### src/rtl/exe_pkg.sv
// Shared types for the execution-unit result buffer: opcode enum, status width and the stored entry layout.
// Result width follows EXE_RESULT_WIDTH (default 32) so the struct and the buffer's WIDTH stay in step.
`ifndef EXE_RESULT_WIDTH
`define EXE_RESULT_WIDTH 32
`endif

package exe_pkg;

    localparam int RESULT_W = `EXE_RESULT_WIDTH;
    localparam int STATUS_W = 5;

    typedef enum logic [1:0] {
        OP_ADD  = 2'b00,
        OP_CMP  = 2'b01,
        OP_SET  = 2'b10,
        OP_CONV = 2'b11
    } oper_t;

    typedef struct packed {
        oper_t                oper;
        logic [STATUS_W-1:0]  status;
        logic [RESULT_W-1:0]  result;
    } exe_entry_t;

endpackage

### src/rtl/exe_rb_fifo.sv
// Generic DEPTH x W register-array FIFO; pointers carry an extra wrap bit so full and empty never alias.
// Reads are combinational from the head slot and read as zero while empty.
module exe_rb_fifo #(
    parameter int W     = 8,
    parameter int DEPTH = 4
) (
    input  logic                       clk_i,
    input  logic                       rst_ni,
    input  logic                       push_i,
    input  logic                       pop_i,
    input  logic [W-1:0]               data_i,
    output logic [W-1:0]               data_o,
    output logic [$clog2(DEPTH):0]     count_o,
    output logic                       full_o,
    output logic                       empty_o
);

    localparam int AW = $clog2(DEPTH);

    logic [AW:0]  wrPtr_q, wrPtr_d;
    logic [AW:0]  rdPtr_q, rdPtr_d;
    logic [W-1:0] mem_q [DEPTH];
    logic         doPush, doPop;

    assign count_o = wrPtr_q - rdPtr_q;
    assign full_o  = (count_o == (AW+1)'(DEPTH));
    assign empty_o = (count_o == '0);
    assign doPush  = push_i && !full_o;
    assign doPop   = pop_i && !empty_o;
    assign data_o  = empty_o ? '0 : mem_q[rdPtr_q[AW-1:0]];

    always_comb begin
        wrPtr_d = wrPtr_q;
        rdPtr_d = rdPtr_q;
        if (doPush) wrPtr_d = wrPtr_q + 1'b1;
        if (doPop)  rdPtr_d = rdPtr_q + 1'b1;
    end

    always_ff @(posedge clk_i or negedge rst_ni) begin
        if (!rst_ni) begin
            wrPtr_q <= '0;
            rdPtr_q <= '0;
        end else begin
            wrPtr_q <= wrPtr_d;
            rdPtr_q <= rdPtr_d;
        end
    end

    // Storage is deliberately left out of reset; empty reads are masked instead.
    always_ff @(posedge clk_i) begin
        if (doPush) mem_q[wrPtr_q[AW-1:0]] <= data_i;
    end

endmodule

### src/rtl/exe_result_buffer.sv
// Result buffer after the execution unit: FIFO of {oper,status,result} plus sticky status accumulation.
// Define EXE_RESULT_BUFFER_STATS_EN to add saturating accept/drop counters.
module exe_result_buffer
    import exe_pkg::*;
#(
    parameter int WIDTH = RESULT_W,
    parameter int DEPTH = 4
) (
    input  logic                       i_clk,
    input  logic                       i_rst_n,
    input  logic                       i_valid,
    output logic                       o_ready,
    input  logic [WIDTH-1:0]           i_result,
    input  logic [STATUS_W-1:0]        i_status,
    input  logic [1:0]                 i_oper,
    output logic                       o_valid,
    input  logic                       i_ready,
    output logic [WIDTH-1:0]           o_result,
    output logic [STATUS_W-1:0]        o_status,
    output logic [1:0]                 o_oper,
    output logic [$clog2(DEPTH):0]     o_count,
    input  logic                       i_clear_sticky,
    output logic [STATUS_W-1:0]        o_sticky
`ifdef EXE_RESULT_BUFFER_STATS_EN
    ,
    output logic [15:0]                o_accept_cnt,
    output logic [15:0]                o_drop_cnt
`endif
);

    exe_entry_t          wrEntry, rdEntry;
    logic                full, empty, push;
    logic [STATUS_W-1:0] sticky_q, sticky_d;

    assign wrEntry = '{oper: oper_t'(i_oper), status: i_status, result: i_result};

    exe_rb_fifo #(
        .W     ($bits(exe_entry_t)),
        .DEPTH (DEPTH)
    ) u_fifo (
        .clk_i   (i_clk),
        .rst_ni  (i_rst_n),
        .push_i  (i_valid),
        .pop_i   (i_ready),
        .data_i  (wrEntry),
        .data_o  (rdEntry),
        .count_o (o_count),
        .full_o  (full),
        .empty_o (empty)
    );

    assign o_ready  = !full;
    assign o_valid  = !empty;
    assign push     = i_valid && o_ready;
    assign o_result = rdEntry.result;
    assign o_status = rdEntry.status;
    assign o_oper   = rdEntry.oper;
    assign o_sticky = sticky_q;

    // A clear coinciding with a push restarts accumulation from that push's status.
    always_comb begin
        sticky_d = sticky_q;
        if (i_clear_sticky && push) sticky_d = i_status;
        else if (i_clear_sticky)    sticky_d = '0;
        else if (push)              sticky_d = sticky_q | i_status;
    end

    always_ff @(posedge i_clk or negedge i_rst_n) begin
        if (!i_rst_n) sticky_q <= '0;
        else          sticky_q <= sticky_d;
    end

`ifdef EXE_RESULT_BUFFER_STATS_EN
    logic [15:0] acceptCnt_q, dropCnt_q;
    logic        drop;

    assign drop         = i_valid && !o_ready;
    assign o_accept_cnt = acceptCnt_q;
    assign o_drop_cnt   = dropCnt_q;

    always_ff @(posedge i_clk or negedge i_rst_n) begin
        if (!i_rst_n) begin
            acceptCnt_q <= '0;
            dropCnt_q   <= '0;
        end else if (i_clear_sticky) begin
            acceptCnt_q <= '0;
            dropCnt_q   <= '0;
        end else begin
            if (push && acceptCnt_q != 16'hFFFF) acceptCnt_q <= acceptCnt_q + 16'd1;
            if (drop && dropCnt_q != 16'hFFFF)   dropCnt_q   <= dropCnt_q + 16'd1;
        end
    end
`endif

endmodule
### config.mk
export PLATFORM = sky130hd
export DESIGN_NAME = exe_result_buffer
export DESIGN_NICKNAME = d
export VERILOG_FILES = /design/src/rtl/exe_pkg.sv /design/src/rtl/exe_rb_fifo.sv /design/src/rtl/exe_result_buffer.sv
export SDC_FILE = /design/constraint.sdc
export NUM_CORES = 1
export LEC_CHECK = 0
export BUFFER_PORTS_ARGS = -buffer_cell sky130_fd_sc_hd__buf_2
export CAP_MARGIN = 15
export CORE_ASPECT_RATIO = 0.5
export CORE_MARGIN = 2
export CORE_UTILIZATION = 36
export DETAILED_ROUTE_END_ITERATION = 16
export GPL_TIMING_DRIVEN = 0
export HOLD_SLACK_MARGIN = 0.03
export PLACE_DENSITY = 0.63
export SYNTH_ARGS = -nofsm -noshare
export SYNTH_HDL_FRONTEND = slang
export SYNTH_SLANG_ARGS = --single-unit
### constraint.sdc
create_clock -name i_clk -period 12.1 [get_ports i_clk]
set_clock_uncertainty 0.05 [all_clocks]
set_input_delay 0.605 -clock i_clk [delete_from_list [all_inputs] [get_ports i_clk]]
set_output_delay 0.605 -clock i_clk [all_outputs]
set_load 0.01 [all_outputs]
* Word-level counts from Yosys, hierarchy flattened
Memory sizes are Yosys's and may differ from the RTL's.
Index checks and enable logic that the tools add are counted.
** Cells by class
- Eq/ne operators :: 1
- Mux-type cells :: 6
- $add $sub $neg :: 3
- Reductions and logical operators :: 7
- Bitwise logic cells :: 1
** Operators by type and width (count)
- $mux 39 :: 1
- $mux 5 :: 3
- $add 3x1->3 const B :: 2
- $or 5x5->5 :: 1
- $eq 3x3->1 const B :: 1
- $logic_and 1x1->1 :: 3
- $logic_not 3->1 :: 1
- $reduce_bool 3->1 :: 1
- $sub 3x3->3 :: 1
- $logic_not 1->1 :: 2
- $mux 1 :: 2
** Word-level totals
- Output and inout bits :: 49
- RAM bits :: 156
- Memories :: 1
- Word-level logic and storage cells :: 22
- Register bits :: 11
** Memories
- u_fifo.mem_q :: words 4, bits a word 39, read ports 1, clocked after Yosys merged registers in 0, write ports 1, line exe_rb_fifo.sv:22 : logic [W-1:0] mem_q [DEPTH];

* Longest topological paths before layout
Gate-level depths: netlist of run 1.
- Depth after elaboration :: 7
- Depth in mapped cells :: 7
- Mapped depth without buffers :: 6

* Cells and area by module
A second synthesis of run 1 with hierarchy kept.
** Unflattened totals
- Cells, all modules :: 304
- Area, all modules :: 6507.5 µm²
** Modules (own cells, without submodules)
- exe_rb_fifo :: instances 1, area an instance 6313.6 µm², cells an instance 290
- exe_result_buffer :: instances 1, area an instance 193.9 µm², cells an instance 14

* Worst setup path before layout of run 1
No wires, ideal clock.
- Kind :: reg-to-reg
- From :: reg u_fifo.wrPtr_q[0]
- To :: mem u_fifo.mem_q[3][0] in the netlist's numbering (enable)
- Cell stages (with the launch flop) :: 7
- Buffers on the path :: 1
- Setup time :: 0.448 ns
- Required time :: 11.602 ns
- Setup slack :: 8.194 ns
- Arrival :: 3.407 ns
- Path through :: dfrtp_1 inv_1 ha_1 fa_1 and2_1 clkbuf_1 a21oi_1
** Between the ends
- Cells in the longest elaborated chain, start to end :: 6
** RTL lines
- from (decl) :: line exe_rb_fifo.sv:20 : logic [AW:0] wrPtr_q, wrPtr_d;
- from (signal assigned) :: line exe_rb_fifo.sv:44 : wrPtr_q <= wrPtr_d;
- $sub 3x3->3 :: line exe_rb_fifo.sv:25 : assign count_o = wrPtr_q - rdPtr_q;
- $eq 3x3->1 :: line exe_rb_fifo.sv:26 : assign full_o = (count_o == (AW+1)'(DEPTH));
- $logic_not 1->1 :: line exe_rb_fifo.sv:28 : assign doPush = push_i && !full_o;
- $logic_and 1x1->1 :: line exe_rb_fifo.sv:28
- $mux 1 :: line exe_rb_fifo.sv:51 : if (doPush) mem_q[wrPtr_q[AW-1:0]] <= data_i;
- $mux 1 (implied by the code) :: line exe_rb_fifo.sv:51
- to (decl) :: line exe_rb_fifo.sv:22
Parallel ways exist; a longest one is shown, timed or not.

* Worst setup path after layout of run 1
- From :: reg u_fifo.wrPtr_q[0]
- To :: out o_result[0]
** Between the ends
- Cells in the longest elaborated chain, start to end :: 3
** RTL lines
- $sub 3x3->3 :: line exe_rb_fifo.sv:25
- $logic_not 3->1 :: line exe_rb_fifo.sv:27 : assign empty_o = (count_o == '0);
- $mux 39 :: line exe_rb_fifo.sv:30 : assign data_o = empty_o ? '0 : mem_q[rdPtr_q[AW-1:0]];
- to (decl) :: line exe_result_buffer.sv:18 : output logic [WIDTH-1:0] o_result,
No other way between the ends.

==> results of run 1 <==
placed cells by master (no fill, tap or decap), types with 2 or more instances in the layout:
master	count
edfxtp_1	156
buf_2	100
mux4_2	39
nor2b_1	39
clkbuf_16	17
dfrtp_1	11
clkbuf_1	7
inv_1	6
ha_1	6
a22o_1	5
nand2_1	4
nor3_1	4
and2_2	3
xnor2_1	3
bufinv_16	3
inv_6	3
clkinv_4	3
buf_16	3
mux2_1	2
a211o_1	2
clkinv_2	2
buf_12	2
flip-flops by register name (all words and copies together) (netlist names):
register,flops
u_fifo.mem_q,156
o_sticky,5
u_fifo.rdPtr_q,3
u_fifo.wrPtr_q,3
cells by family after synthesis:
kind of cell | share of synthesized area, %
compound gates | 1.39
flops | 76.3
simple gates | 4.74
buf+inv | 1.31
fa+ha+maj | 1.46
mux | 13.9
xor+xnor | 0.924
metal layers:
layer  global-route usage [%]  vias up  routed length (microns)
li1                         -     1449                        -
met1                     17.2     1668                     5590
met2                     22.0       47                     6140
met3                     2.70       10                      346
met4                     4.90        0                      120
met5                        0        -                        0
stage by stage:
stage                     hold slack, ns  total power, uW  cells  instance area, sq um  worst slack (ns)
after CTS                          0.340             2380    666                  8010              8.46
after floorplan                    0.259             1440    302                  6500              8.19
final                              0.352             2340    666                  8010              8.58
after global routing               0.343             2480    666                  8010              8.33
after detailed placement           0.448             1830    633                  7390              8.85
after global placement             0.448             1780    628                  7250              6.43
where the power goes:
part           switching (uW)  internal [uW]  total (uW)  leakage (uW)
Sequential               40.2            797         837       0.00156
Clock                     222            334         556      0.000300
Combinational             523            425         947       0.00101
what timing repair did:
item / 4_1_cts / 5_1_grt
endpoints found under the hold margin: 11 / 0
gates resized for setup: 0 / 0
hold buffers: 1 / 0
final cells by class:
type / instances / area [sq um] / share of cell area, %
buffer: 14 / 62.6 / 0.781
inverter: 6 / 22.5 / 0.281
clock buffer: 19 / 443 / 5.53
clock inverter: 13 / 171 / 2.14
multi-input combinational: 115 / 1470 / 18.3
tap: 234 / 293 / 3.65
timing repair buffer: 98 / 593 / 7.40
sequential: 167 / 4960 / 61.9
final timing paths:
| kind | cells past startpoint | to | slack, ns | from |
|---|---|---|---|---|
| max in group asynchronous | 2 | u_fifo.rdPtr_q[0] | 11.20 | i_rst_n |
| min reg2reg | 1 | o_sticky[1] | 0.46 | o_sticky[1] |
| min | 1 | u_fifo.mem_q[1][11] | 0.35 | i_result[11] |
| max | 8 | o_result[0] | 8.58 | u_fifo.wrPtr_q[0] |
| max reg2reg | 8 | u_fifo.mem_q[0][2] | 8.93 | u_fifo.wrPtr_q[0] |
| min in group asynchronous | 2 | o_sticky[0] | 0.56 | i_rst_n |
==> results.json, run 1 <==
{
  "status": "complete, no violations",
  "irDropWorstVdd_mv": 0.122,
  "ys_top_cells_by_area": "edfxtp_1 (72%), mux4_2 (14%), dfrtp_1 (4.2%)",
  "numCtsBuffers": 17,
  "post-cts-setup-buffers": 0,
  "wl_microns": 12200,
  "relSlewSlack_pct": 52.6,
  "crit_fanout": 10,
  "synth_edf_count": 156,
  "rows": 34,
  "crit_type": "register to output pin",
  "cpMaxStageDelayCell": "fa_1",
  "clock_latency_ns": 0.41,
  "final_core_util_pct": 45.7,
  "drt_iter0_markers": 230,
  "worstSetupEndpointType": "output pin",
  "port_buffers": 92,
  "grt_pass1_wl_microns": 18800,
  "path_common_cell": "buf_2",
  "hold_path_class": "input pin to register",
  "setup_tns_ns": 0,
  "nFillCells": 1505,
  "clkSinkCount": 167,
  "gp_congestion": 0.720,
  "synth_most_common_cell": "edfxtp_1",
  "drt_pass1_iterations": 4,
  "yosysTopAreaCell": "edfxtp_1",
  "fmax_mhz": 284,
  "synthTopCellsByCount": "edfxtp_1 (156), mux4_2 (39), nor2b_1 (39)",
  "syn_avg_cell_area_sq_um": 21.5,
  "grt_pass1_vias": 3385,
  "via_count": 3174,
  "setup_viol": 0,
  "p_leak_uw": 0.00287,
  "final_min_period_over_clock_period_pct": 29.1,
  "cts_tree": "yes",
  "core-area_sq_um": 17500,
  "grt-ovfl-total": 0,
  "die_area_sq_um": 19200,
  "worstPathRequired_ns": 11.44,
  "power.density_nw_per_um2": 292,
  "max-cap-violations": 0,
  "io_pins": 93,
  "grt_setup_unrepaired": "false",
  "drive_above_1_share_pct": 41.9,
  "critPathLaunchType": "register",
  "drtAntennaViolNets": 0,
  "netlist_instances": 302,
  "path_buf_inv": 3,
  "grt_max_degree": 31,
  "route.detailed.drc": 0,
  "hold_violations": 0,
  "crit_chain": "inv_1 > ha_1 > fa_1 > xor3_2 > nor2_1 > buf_2 > nor2b_1 > buf_2",
  "synth_fp_nets": 353,
  "ys.flop_type": "edfxtp_1",
  "nNetsFinal": 470,
  "ys_ff_latch": 167,
  "tightest_slew_ns": 0.711,
  "h-tree-depth": 4,
  "antenna_found_initial": 1,
  "report.final.slew_viol_count": 0,
  "wl_per_cell_microns": 18.3,
  "cp_top_family": "adder cells",
  "diodes": 0,
  "clock-root-buffer": "clkbuf_16",
  "syn_to_final_growth_pct": 23.3,
  "min_period_ns": 3.52,
  "cts_buffer_depth": 2,
  "yosys_warnings": 0,
  "die_height_microns": 99.0,
  "dp.final_hpwl_microns": 7780,
  "synthDominantCellAreaShare_pct": 72.1,
  "ys_types": 22,
  "arrival_ns": 2.87,
  "yosysSeqAreaShare_pct": 76.3,
  "slowest_delay_ns": 0.49,
  "initial_core_util_pct": 37.1,
  "clk_pin_slew_ns": 0.07,
  "via_per_inst": 4.77,
  "async_reset_ff_share_pct": 6.59,
  "synthesis.area_sq_um": 6500,
  "fp.dieW_microns": 194,
  "grt_usage_pct": 13.2
}
Note: power is estimated with default switching activity, not from simulation.
==> inputs of run 2 (changes only) <==
Clock period 12.1 ns to 3.29 ns, I/O delays scaled along.
==> run 2 against run 1 <==
Compared with the run above:
- first-iteration DRC count down 24%
- sequential share of layout area down 2.5 points
- power rose to 3.6 times the previous value
- worst hold slack worse by 0.28 ns
- combinational power rose to 3.7 times the previous value
- critical path depth unchanged
- non-clock buffer count up 39
- register-to-register slack worse by 8.7 ns
==> results.json, run 2 (same netlist as run 1, synthesis figures left out) <==
{
  "status": "complete, no violations",
  "grt-ovfl-total": 0,
  "die_area_sq_um": 19200,
  "critPathLaunchType": "register",
  "path_common_cell": "buf_2",
  "clk_pin_slew_ns": 0.07,
  "drt_pass1_iterations": 4,
  "setup_tns_ns": 0,
  "antenna_found_initial": 0,
  "gp_congestion": 0.762,
  "h-tree-depth": 4,
  "post-cts-setup-buffers": 0,
  "grt_pass1_wl_microns": 19500,
  "p_seq_share_pct": 36.2,
  "route.detailed.drc": 0,
  "wl_microns": 12400,
  "via_count": 3286,
  "cts_tree": "yes",
  "io_pins": 93,
  "crit_type": "register to output pin",
  "p_switching_uw": 2930,
  "power.total_uw": 8510,
  "initial_core_util_pct": 37.1,
  "power.density_nw_per_um2": 1020,
  "place_area_sq_um": 7380,
  "syn_to_final_growth_pct": 28.5,
  "arrival_ns": 2.88,
  "clock_power_share_pct": 22.3,
  "cp_top_family": "adder cells",
  "numCtsBuffers": 17,
  "crit_chain": "inv_1 > ha_1 > fa_1 > xor3_2 > nor2_1 > buf_2 > nor2b_1 > buf_2",
  "fin_ws_ns": 0.198,
  "diodes": 0,
  "grt_pass1_vias": 3569,
  "rows": 34,
  "setup.worst_path.start": "u_fifo.wrPtr_q[0]",
  "p_leak_uw": 0.00301,
  "fmax_mhz": 323,
  "nNetsFinal": 509,
  "fp.dieW_microns": 194,
  "max-cap-violations": 0,
  "port_buffers": 92,
  "cts_buffer_depth": 2,
  "hold_violations": 0,
  "final_min_period_over_clock_period_pct": 94.0,
  "hold_path_class": "input pin to register",
  "layout_commonest_cell": "edfxtp_1",
  "dp.final_hpwl_microns": 7950,
  "tightest_slew_ns": 0.692,
  "post-route-cell-area_sq_um": 8350,
  "r2r_cells": 8,
  "r2r_slack_ns": 0.21,
  "crit_fanout": 10,
  "min_period_ns": 3.09,
  "crit_cells": 8,
  "die_height_microns": 99.0,
  "clock-root-buffer": "clkbuf_16",
  "drive_above_1_share_pct": 38.2,
  "slowest_delay_ns": 0.51,
  "via_per_inst": 4.66,
  "report.final.slew_viol_count": 0,
  "wl_per_cell_microns": 17.6,
  "core-area_sq_um": 17500,
  "clkSinkCount": 167,
  "cpMaxStageDelayCell": "fa_1",
  "largest_register_ffs": 156,
  "final_core_util_pct": 47.7,
  "switching_share_pct": 34.5,
  "crit_end": "o_status[1]",
  "reg2reg_from": "u_fifo.wrPtr_q[0]",
  "drt_iter0_markers": 175,
  "relSlewSlack_pct": 53.9,
  "grt_usage_pct": 13.3,
  "drtAntennaViolNets": 0,
  "rr_endpoint": "u_fifo.mem_q[1][15]",
  "path_buf_inv": 3,
  "irDropWorstVdd_mv": 0.444,
  "grt_max_degree": 31,
  "final_cell_mix": "edfxtp_1 (156), buf_2 (100), dlygate4sd3_1 (40)",
  "setup_viol": 0,
  "worstSetupEndpointType": "output pin",
  "combPwrFrac_pct": 41.5,
  "intPower_uw": 5580,
  "pre_cts_ws_ns": 0.0833,
  "clock_latency_ns": 0.40,
  "worstPathRequired_ns": 3.08
}
## run 2: area by class of cell
class	count	area (sq um)
plain buffers	14	62.6
clock buffers	17	425
well taps	234	293
clock inverters	15	143
fillers	1502	9180
multi-input cells	115	1470
inverters	6	22.5
repair buffers	137	976
flip-flops and latches	167	4960
## run 2: metrics by stage
| step | hold WS, ns | std cells |
|---|---|---|
| 6_report | 0.0706 | 705 |
| 5_1_grt | 0.0761 | 705 |
| 4_1_cts | 0.0465 | 705 |
| 3_5_place_dp | 0.00686 | 633 |
| 3_3_place_gp | 0.00389 | 628 |
| 2_1_floorplan | -0.181 | 302 |
## run 2: timing repair
item                                    CTS  global route
endpoints found under the hold margin   172             0
endpoints found under the setup margin    0            20
resized for setup                         0             1
hold buffers                             40             0
## run 2: worst min-delay path by stage
stage | from | endpoint | slack [ns] | cells after the start
5_1_grt | i_ready | u_fifo.rdPtr_q[0] | 0.08 | 3
2_1_floorplan | i_rst_n | o_sticky[0] | -0.18 | 0
3_3_place_gp | i_rst_n | u_fifo.wrPtr_q[1] | 0.004 | 1
3_5_place_dp | i_rst_n | u_fifo.wrPtr_q[0] | 0.007 | 1
6_report | i_ready | u_fifo.rdPtr_q[0] | 0.07 | 3
4_1_cts | i_ready | u_fifo.rdPtr_q[0] | 0.05 | 3
## run 2: metal layers
| metal | track usage [%] | vias up | routed length, microns |
|---|---|---|---|
| met5 | 0 | - | 0 |
| met4 | 3.55 | 0 | 64 |
| met3 | 2.87 | 4 | 305 |
| met2 | 22.3 | 39 | 6340 |
| met1 | 17.9 | 1716 | 5720 |
| li1 | - | 1527 | - |
## run 2: worst min-delay path, stage by stage
cell and delay, ns:
buf_2 0.09, o21ai_1 0.09, xnor2_1 0.13
## run 2: power by group through the flow
stage               clock, uW  combinational [uW]  sequential, uW
floorplan                   0                2180            3110
detailed placement          0                3580            3120
global route             2040                3870            3120
global placement            0                3420            3140
CTS                      1950                3630            3080
finish                   1900                3530            3080
